File: src/rtl/freq_sweep.sv
// Linear frequency sweep driving the NCO phase-increment word.
// Modes: single up-sweep, repeating sawtooth, continuous triangle.
module freq_sweep #(
   parameter int FREQ_W  = 32,
   parameter int DWELL_W = 24
) (
   input  logic               i_clk,
   input  logic               i_rst,
   input  logic               i_start,
   input  logic               i_abort,
   input  logic [1:0]         i_mode,
   input  logic [FREQ_W-1:0]  i_f_start,
   input  logic [FREQ_W-1:0]  i_f_stop,
   input  logic [FREQ_W-1:0]  i_f_step,
   input  logic [DWELL_W-1:0] i_dwell,
   output logic [FREQ_W-1:0]  o_freq,
   output logic               o_busy,
   output logic               o_done,
   output logic               o_step_strobe
);

   typedef enum logic [1:0] {S_IDLE, S_UP, S_DOWN} state_t;

   state_t               r_state;
   logic [1:0]           r_mode;
   logic [FREQ_W-1:0]    r_fstart;
   logic [FREQ_W-1:0]    r_fstop;
   logic [FREQ_W-1:0]    r_fstep;
   logic [DWELL_W-1:0]   r_dwell;
   logic [DWELL_W-1:0]   r_cnt;
   logic                 r_degen;
   logic [FREQ_W-1:0]    r_freq;
   logic                 r_busy;
   logic                 r_done;
   logic                 r_strobe;

   logic [FREQ_W:0]      w_sum;
   logic [FREQ_W-1:0]    w_up;
   logic [FREQ_W-1:0]    w_diff;
   logic [FREQ_W-1:0]    w_dn;
   logic [DWELL_W-1:0]   w_ld_dwell;
   logic                 w_saw;
   logic                 w_tri;

   // Counter holds dwell-1 so each value is visible exactly max(dwell,1) cycles.
   assign w_ld_dwell = (i_dwell == '0) ? '0 : i_dwell - DWELL_W'(1);
   assign w_saw      = (r_mode == 2'b01);
   assign w_tri      = (r_mode == 2'b10);

   always_comb begin
      w_sum  = {1'b0, r_freq} + {1'b0, r_fstep};
      w_up   = (w_sum[FREQ_W] || (w_sum[FREQ_W-1:0] >= r_fstop)) ? r_fstop
                                                                 : w_sum[FREQ_W-1:0];
      w_diff = r_freq - r_fstart;
      w_dn   = (w_diff <= r_fstep) ? r_fstart : (r_freq - r_fstep);
   end

   always_ff @(posedge i_clk) begin
      if (i_rst) begin
         r_state  <= S_IDLE;
         r_mode   <= '0;
         r_fstart <= '0;
         r_fstop  <= '0;
         r_fstep  <= '0;
         r_dwell  <= '0;
         r_cnt    <= '0;
         r_degen  <= 1'b0;
         r_freq   <= '0;
         r_busy   <= 1'b0;
         r_done   <= 1'b0;
         r_strobe <= 1'b0;
      end else begin
         r_done   <= 1'b0;
         r_strobe <= 1'b0;
         if (i_abort) begin
            r_state <= S_IDLE;
            r_freq  <= '0;
            r_busy  <= 1'b0;
            r_cnt   <= '0;
         end else begin
            case (r_state)
               S_IDLE: begin
                  if (i_start) begin
                     r_mode   <= i_mode;
                     r_fstart <= i_f_start;
                     r_fstop  <= i_f_stop;
                     r_fstep  <= i_f_step;
                     r_dwell  <= w_ld_dwell;
                     r_cnt    <= w_ld_dwell;
                     // Empty or inverted range: park at f_start, never step.
                     r_degen  <= (i_f_start >= i_f_stop) || (i_f_step == '0);
                     r_freq   <= i_f_start;
                     r_strobe <= 1'b1;
                     r_busy   <= 1'b1;
                     r_state  <= S_UP;
                  end
               end
               S_UP: begin
                  if (r_cnt != '0) begin
                     r_cnt <= r_cnt - DWELL_W'(1);
                  end else begin
                     r_cnt <= r_dwell;
                     if (r_degen) begin
                        if (!w_saw && !w_tri) begin
                           r_state <= S_IDLE;
                           r_busy  <= 1'b0;
                           r_done  <= 1'b1;
                           r_cnt   <= '0;
                        end
                     end else if (r_freq == r_fstop) begin
                        if (w_saw) begin
                           r_freq   <= r_fstart;
                           r_strobe <= 1'b1;
                        end else if (w_tri) begin
                           r_state  <= S_DOWN;
                           r_freq   <= w_dn;
                           r_strobe <= (w_dn != r_freq);
                        end else begin
                           r_state <= S_IDLE;
                           r_busy  <= 1'b0;
                           r_done  <= 1'b1;
                           r_cnt   <= '0;
                        end
                     end else begin
                        r_freq   <= w_up;
                        r_strobe <= (w_up != r_freq);
                     end
                  end
               end
               S_DOWN: begin
                  if (r_cnt != '0) begin
                     r_cnt <= r_cnt - DWELL_W'(1);
                  end else begin
                     r_cnt <= r_dwell;
                     if (r_freq == r_fstart) begin
                        r_state  <= S_UP;
                        r_freq   <= w_up;
                        r_strobe <= (w_up != r_freq);
                     end else begin
                        r_freq   <= w_dn;
                        r_strobe <= (w_dn != r_freq);
                     end
                  end
               end
               default: r_state <= S_IDLE;
            endcase
         end
      end
   end

   assign o_freq        = r_freq;
   assign o_busy        = r_busy;
   assign o_done        = r_done;
   assign o_step_strobe = r_strobe;

endmodule

File: config.mk
export PLATFORM = sky130hd
export DESIGN_NAME = freq_sweep
export DESIGN_NICKNAME = d
export VERILOG_FILES = /design/src/rtl/freq_sweep.sv
export SDC_FILE = /design/constraint.sdc
export NUM_CORES = 1
export LEC_CHECK = 0
export CAP_MARGIN = 20
export CORE_AREA = 2 2 243 245
export DETAILED_ROUTE_END_ITERATION = 12
export DIE_AREA = 0 0 245 247
export GPL_TIMING_DRIVEN = 0
export HOLD_SLACK_MARGIN = 0.15
export PLACE_DENSITY_LB_ADDON = 0.05
export SETUP_SLACK_MARGIN = 0.4
export SYNTH_ARGS = -nofsm -noshare
export SYNTH_HDL_FRONTEND = slang
export SYNTH_SLANG_ARGS = --single-unit
File: constraint.sdc
create_clock -name i_clk -period 6.2 [get_ports i_clk]
set_clock_uncertainty 0.15 [all_clocks]
set_input_delay 0.93 -clock i_clk [delete_from_list [all_inputs] [get_ports i_clk]]
set_output_delay 0.93 -clock i_clk [all_outputs]
set_load 0.005 [all_outputs]
# Word level (Yosys, flattened, before mapping)
# Index checks and enable logic that the tools add are counted.
# totals
wordCells	111
register_bits	184
out_inout_bits	35
in_bits	126
# op_classes
add_sub_neg	5
bitwise	2
order_cmp	3
n_eq_ne	18
muxes	53
reduce_logical	18
# op_table
cell	n
2-to-1 mux 32 bit	10
2-to-1 mux 24 bit	9
case mux 32 bit (3 select lines)	1
case mux 24 bit (3 select lines)	1
== test 32 bit	2
greater-or-equal comparator 32 bit	2
inequality test 32 bit	2
subtractor 32 bit	2
subtractor 24 x 1 -> 24 bit (second input constant)	2
adder 32 x 32 -> 33 bit	1
less-or-equal comparator 32 bit	1
zero test 32 bit	1
zero test 24 bit	1
nonzero test 24 bit	1
2-to-1 mux 1 bit	20
2-to-1 mux 2 bit	9
AND reduction 7 bit	2
inequality test 3 bit (second input constant)	4
inequality test 2 bit (second input constant)	5
case mux 2 bit (3 select lines)	1
AND reduction 6 bit	1
== test 2 x 1 -> 1 bit (second input constant)	2
== test 2 bit (second input constant)	2
inequality test 4 bit (second input constant)	1
other kinds (13)	16

# Logic depth before layout (Yosys ltp)
# Gate-level depths: netlist of the first run.
# depth
word_depth	10
ltp_mapped	33
mapped_depth_nobuf	30

# Least setup slack after synthesis of the first run
# OpenSTA, ideal clock, no wires.
# synth_path
path_type	reg-to-reg
from	reg r_freq[0] (netlist: o_freq[0])
to	reg r_freq[21] (netlist: o_freq[21])
synth_period_minus_slack_ns	6.496
t_required_ns	5.922
stages_incl_launch_ff	34
n_path_buf	3
slack_ns	-0.296
t_arrival_ns	6.219
path_cell_list	dfxtp_1 clkbuf_1 inv_1 ha_1 fa_1 nor2b_1 o21ai_0 a21boi_0 o21ai_0 a21boi_0 or2_2 nand2_1 a21boi_0 o21bai_1 a31oi_1 a221oi_1 a21oi_1 xor2_1 ha_1 a21oi_1 nand2_1 a221oi_1 o31ai_1 a22oi_1 or2_2 clkbuf_1 buf_1 mux2_2 nand2_1 o21ai_0 a211oi_1 nor3_1 a21oi_1 nor2_1
# synth_between
elab_chain_len	9
# synth_lines
element	line	text
start: declaration	32	logic [FREQ_W-1:0] r_freq;
start signal: assignment	92	r_freq <= i_f_start;
start signal: assignment	112	r_freq <= r_fstart;
start signal: assignment	116	r_freq <= w_dn;
subtractor 32 bit	54	w_diff = r_freq - r_fstart;
less-or-equal comparator 32 bit	55	w_dn = (w_diff <= r_fstep) ? r_fstart : (r_freq - r_fstep);
2-to-1 mux 32 bit	55	
2-to-1 mux 32 bit	114	end else if (w_tri) begin
2-to-1 mux 32 bit	111	if (w_saw) begin
2-to-1 mux 32 bit	110	end else if (r_freq == r_fstop) begin
2-to-1 mux 32 bit	103	if (r_degen) begin
2-to-1 mux 32 bit	99	if (r_cnt != '0) begin
case mux 32 bit (3 select lines)	81	case (r_state)
# Several ways; a longest one is shown, not always the timed one. The select of a mux whose other input is x is not followed.
# A chain may end at the register's enable or synchronous reset.

# Final worst setup path of the first run
# layout_path
from	reg r_freq[0] (netlist: o_freq[0])
to	reg r_strobe (netlist: o_step_strobe)
# layout_between
elab_chain_len	10
# layout_lines
element	line	text
subtractor 32 bit	54	
less-or-equal comparator 32 bit	55	
2-to-1 mux 32 bit	55	
inequality test 32 bit	117, 141	
2-to-1 mux 1 bit	114	
2-to-1 mux 1 bit	111	
2-to-1 mux 1 bit	110	
2-to-1 mux 1 bit	103	
2-to-1 mux 1 bit	99	
case mux 1 bit (3 select lines) *	81	
end signal: assignment	117	r_strobe <= (w_dn != r_freq);
end signal: assignment	126	r_strobe <= (w_up != r_freq);
end signal: assignment	138	r_strobe <= (w_up != r_freq);
end: declaration	35	logic r_strobe;
# Mark *: on every way between the ends. The rest lies on a longest branch, timed or not.

==> results of run 1 <==
## synth_stat cells (9+ instances only)
master    number
nand2_1      388
a21oi_1      370
nor2_1       220
ha_1         199
inv_1        197
dfxtp_1      184
clkbuf_1     147
o21ai_0      126
xnor2_1      124
xor2_1        89
nor3_1        85
a21o_1        47
mux2i_1       47
nand3_1       47
a211oi_1      46
nor4_1        37
nand4_1       34
o211ai_1      31
a221oi_1      29
nor2b_1       23
a31oi_1       20
and3_1        19
nand2b_1      19
o21ai_1       19
mux2_2        18
a211o_1       16
buf_1         16
o21bai_1      16
o31ai_1       16
or3_1         15
and4_1        12
o22ai_1       12
or2_2         11
or4_1         10
nor3b_1        9
## cells by family (layout without fill, tap and decap cells)
| group | count (synthesis) | in the layout | synth area share |
|---|---|---|---|
| AO/OA/AOI/OAI | 863 | 863 | 0.268 |
| XOR/XNOR | 218 | 218 | 0.0982 |
| adder cells (fa/ha/maj) | 202 | 202 | 0.127 |
| buffers and inverters | 377 | 711 | 0.0710 |
| flip-flops | 184 | 184 | 0.183 |
| multiplexers | 65 | 65 | 0.0334 |
| other | 0 | 1 | 0 |
| AND/OR/NAND/NOR | 962 | 962 | 0.220 |
## registers in the layout, indices dropped and copies added, names as in the netlist, 2 cells and up
| name | flops |
|---|---|
| r_state | 2 |
| r_dwell | 24 |
| r_fstop | 32 |
| r_fstart | 32 |
| r_cnt | 24 |
| r_fstep | 32 |
| o_freq | 32 |
| r_mode | 2 |
## critical path: cells and delay by family (launching register included)
| kind | cells | cell delay [ps] |
|---|---|---|
| simple gates | 7 | 1480 |
| mux | 1 | 190 |
| flops | 1 | 340 |
| compound gates | 12 | 2630 |
| buf+inv | 4 | 640 |
| xor+xnor | 1 | 200 |
| fa+ha+maj | 3 | 820 |
## layer usage
layer	up-vias	GRT usage	wire, um
met4	4	0.169	5620
met2	967	0.592	50800
met5	-	0	23
met3	233	0.0506	7020
li1	10875	-	-
met1	11504	0.449	46300
## cell type report
| cell class | instances | area, um2 | area share |
|---|---|---|---|
| clock inverter | 14 | 159 | 0.00601 |
| tap | 773 | 967 | 0.0366 |
| buffer | 170 | 1000 | 0.0380 |
| antenna | 1 | 2.50 | 0.0000947 |
| inverter | 207 | 795 | 0.0301 |
| sequential | 184 | 3780 | 0.143 |
| multi-input combinational | 2310 | 16400 | 0.622 |
| clock buffer | 17 | 425 | 0.0161 |
| timing repair buffer | 303 | 2860 | 0.108 |
## worst paths after layout
check,startpoint,slack [ps],endpoint
worst max-delay path,o_freq[0]$_SDFFE_PP0P_,-400,o_step_strobe$_SDFF_PP0_
worst min-delay path,r_dwell[10]$_SDFFE_PP0P_,310,r_dwell[10]$_SDFFE_PP0P_
worst max register to register,o_freq[0]$_SDFFE_PP0P_,-400,o_step_strobe$_SDFF_PP0_
worst min register to register,r_dwell[10]$_SDFFE_PP0P_,310,r_dwell[10]$_SDFFE_PP0P_
## power by group
group	internal [mW]	leakage (nW)	total (mW)	switching (mW)
logic	1.93	8.87	4.37	2.44
clock network	0.536	0.273	1.17	0.629
registers	1.24	1.53	1.36	0.122
## through the flow
step | setup WS [ps] | hold WS [ps] | instance area (um2) | cells | utilization
after CTS | -321 | 310 | 25500 | 3934 | 0.438
after global routing | -570 | 326 | 26400 | 3978 | 0.454
after global placement | -3070 | 294 | 22800 | 3803 | 0.391
final | -396 | 308 | 26400 | 3979 | 0.454
after detailed placement | -2650 | 298 | 22800 | 3805 | 0.391
after floorplan | 390 | 282 | 20200 | 2871 | -
## what timing repair did
action | 4_1_cts | 5_1_grt
resized for setup | 349 | 148
setup buffers | 96 | 43
endpoints found under the setup margin | 33 | 33
hold buffers | 0 | 0
cloned | 2 | 0
hold endpoints to repair | 0 | 0
pin swaps | 125 | 102
==> results.txt, run 1 <==
status: complete, but fails checks
failing checks: setup timing
DP HPWL: 88,100 um
synthesized net count: 3,199
Avg Inst Size Synth: 7.02 um2
Min-Delay Path Depth: 2
fmax: 152 MHz
Overall Global Routing Usage: 0.355
# DRC: 0
# IOs: 161
required time worst endpoint: 6440 ps
First-pass DRT Iterations: 7
Rows: 89
Tcrit/Tclk final: 1.06
Worst Setup Start Kind: register
critical path type: register to register
cell count after synthesis: 2,871
most frequent cells in the layout: nand2_1 (379), a21oi_1 (341), nor2_1 (209)
post-synth top area cell: dfxtp_1
Syn Std Cell Area: 20,200 um2
worst vdd ir: 254 uV
Clock transition at path regs: 90 ps
CTS tree: done
DRT iter0 DRCs: 2,133
core area: 58,200 um2
Final Worst Setup Slack: -396 ps
R2R depth: 28
Synth area leaders: dfxtp_1 (18%), ha_1 (12%), a21oi_1 (9.2%), nand2_1 (7.2%), xnor2_1 (5.4%)
global-route wire length before repair: 155,000 um
worst slew pin tran: 1210 ps
clk_lat worst skew: 510 ps
vias per cell: 5.93
initial antenna violation count: 2
H-tree Lvls: 4
Port Buffers: 159
number of enable flip-flop cells after synthesis: 0
Sink Count: 184
layout cells sized above 1: 0.163
Die W: 245 um
GPL Wtd Cong: 0.968
PnR Total Power: 6.89 mW
Via Count: 23.6k
max-cap violations: 0
Synth Flop Type: dfxtp_1
post-route ant nets: 0
largest net degree at the start of global routing: 20
Data arrival, critical path: 6840 ps
slew margin rel.: 0.185
Synth Warn #: 0
max-slew violation count: 0
final net count: 3,521
die span in y: 247 um
leakage power: 10.7 nW
setup_tns: -3500 ps
Power Density: 261 nW/um2
Avg WL per Cell: 27.6 um
synth unique cells: 89
Starting Density: 0.346
max incr delay on CP: 380 ps
Synth-to-Final Area Change: 31.2%
min-delay worst type: register to register
sequential share of the synthesized area: 0.183
vias in the first global route: 22.7k
Num CTS Buffers: 17
CP Max Fanout: 5
root buffer cell: clkbuf_16
final number of hold-violating endpoints: 0
Filler Cell Count: 6,092
Tmin final: 6600 ps
most common library cell in the layout ignoring fill and taps: nand2_1
Clock Path Buffers: 2
asr flop ratio synth: 0
crit end category: register
final wirelength: 110,000 um
critical path's slowest cell: a221oi_4
flops & latches, synth: 184
top cell type's share of synthesized area: 0.183
RSZ-0062 raised after global routing: true
final setup fails: 28
total grt overflow: 0
Die ar.: 60,500 um2
No activity file was read; power rests on OpenSTA's default activity.
==> run 2: changes to the inputs <==
--- a/config.mk
+++ b/config.mk
@@ -6,9 +6,9 @@
 export NUM_CORES = 1
 export LEC_CHECK = 0
 export CAP_MARGIN = 20
-export CORE_AREA = 2 2 243 245
+export CORE_AREA = 2 2 215 217
 export DETAILED_ROUTE_END_ITERATION = 12
-export DIE_AREA = 0 0 245 247
+export DIE_AREA = 0 0 217 219
 export GPL_TIMING_DRIVEN = 0
 export HOLD_SLACK_MARGIN = 0.15
 export PLACE_DENSITY_LB_ADDON = 0.05
==> results.txt, run 2 (synthesis results as in run 1) <==
Clock transition at path regs: 80 ps
status: complete, but fails checks
RSZ-0062 raised after global routing: true
Die ar.: 47,500 um2
Finished Core Util: 0.577
max-cap violations: 0
# IOs: 161
Die W: 217 um
final wirelength: 102,000 um
Num CTS Buffers: 17
fmax: 149 MHz
Port Buffers: 159
die span in y: 219 um
core area: 45,100 um2
DRT iter0 DRCs: 2,735
critical path type: register to register
clk_lat worst skew: 520 ps
most frequent cells in the layout: nand2_1 (377), a21oi_1 (343), nor2_1 (213)
DP HPWL: 80,300 um
worst slew pin tran: 1140 ps
max-slew violation count: 0
post-route ant nets: 0
largest net degree at the start of global routing: 24
leakage power: 10.6 nW
placed insts: 3,631
total grt overflow: 0
R2R depth: 28
worst vdd ir: 212 uV
final net count: 3,495
final setup fails: 31
Overall Global Routing Usage: 0.415
most common library cell in the layout ignoring fill and taps: nand2_1
Via Count: 24.0k
Worst Setup Start Kind: register
H-tree Lvls: 4
Final Worst Setup Slack: -493 ps
# DRC: 0
First-pass DRT Iterations: 6
number of inserted diodes: 0
initial antenna violation count: 1
Starting Density: 0.447
final number of hold-violating endpoints: 0
Tcrit/Tclk final: 1.08
Sink Count: 184
crit end category: register
vias per cell: 6.35
CP Max Fanout: 4
min-delay worst type: register to register
Data arrival, critical path: 6940 ps
required time worst endpoint: 6440 ps
CTS tree: done
layout cells sized above 1: 0.152
Avg WL per Cell: 27.0 um
Power Density: 261 nW/um2
slew margin rel.: 0.242
Post-Layout Cell Count: 3,780
vias in the first global route: 22.4k
global-route wire length before repair: 144,000 um
max incr delay on CP: 540 ps
Clock Path Buffers: 2
Tmin final: 6690 ps
failing checks: setup timing
critical path's slowest cell: or4_4
hold buffer count at cts: 0
Synth-to-Final Area Change: 29.2%
Min-Delay Path Depth: 2
root buffer cell: clkbuf_16
GPL Wtd Cong: 1.03
Rows: 78
Filler Cell Count: 4,391
## run 2: changes by cell type in the layout (fill, tap and decap cells not counted), sizes merged
cell / change
buf: -23
diode: -1
clkinv: -1
clkbuf: -3
clkinvlp: -3
inv: +5
## run 2: final cells by class
type | count | area (um2) | share of cell area
timing repair buffer | 277 | 2670 | 0.102
inverter | 207 | 795 | 0.0305
clock buffer | 17 | 425 | 0.0163
tap | 600 | 751 | 0.0288
buffer | 170 | 937 | 0.0360
clock inverter | 15 | 223 | 0.00855
sequential | 184 | 3760 | 0.144
multi-input combinational | 2310 | 16500 | 0.633
## run 2: what timing repair did
action / CTS / global route
buffers inserted: 84 / 29
cloned: 3 / 0
setup endpoints to repair: 33 / 33
gates resized for setup: 319 / 150
pin swaps: 127 / 134
## run 2: path summary, 6_finish.rpt
| path | slack [ps] | to | from |
|---|---|---|---|
| max | -490 | o_step_strobe$_SDFF_PP0_ | r_fstep[12]$_SDFFE_PP0P_ |
| min | 310 | r_dwell[18]$_SDFFE_PP0P_ | r_dwell[18]$_SDFFE_PP0P_ |
| max reg2reg | -490 | o_step_strobe$_SDFF_PP0_ | r_fstep[12]$_SDFFE_PP0P_ |
| min reg2reg | 310 | r_dwell[18]$_SDFFE_PP0P_ | r_dwell[18]$_SDFFE_PP0P_ |
## run 2: critical path: cells and delay by family, from the launching register on
family | cells | cell delay (ps)
AND/OR/NAND/NOR | 8 | 2250
flip-flops | 1 | 350
XOR/XNOR | 1 | 150
buffers and inverters | 5 | 650
adder cells (fa/ha/maj) | 2 | 620
AO/OA/AOI/OAI | 12 | 2380
## run 2: per-stage QoR
step           total power, mW  hold slack [ps]  instance area (um2)  setup TNS, ps  worst slack (ps)
3_5_place_dp              4.35              299                22500         -73730             -2900
3_3_place_gp              4.31              293                22500         -71370             -2820
5_1_grt                   7.03              332                26000         -14160              -647
4_1_cts                   6.38              310                25200          -2680              -264
2_1_floorplan             3.30              282                20200              0               390
6_report                  6.80              312                26000          -7290              -493
## run 2: per-layer routing
metal | vias to the layer above | routed length (um) | global-route usage | share of wire
met4 | 0 | 6760 | 0.245 | 0.066
met5 | - | 0 | 0 | 0
met1 | 11409 | 40300 | 0.514 | 0.39
met3 | 335 | 9350 | 0.0751 | 0.092
met2 | 1420 | 45600 | 0.672 | 0.45
li1 | 10841 | - | - | -
## run 2: power by group
part	leakage (nW)	internal, mW	switching (mW)
logic	8.75	1.83	2.38
registers	1.52	1.24	0.113
clock network	0.312	0.573	0.664
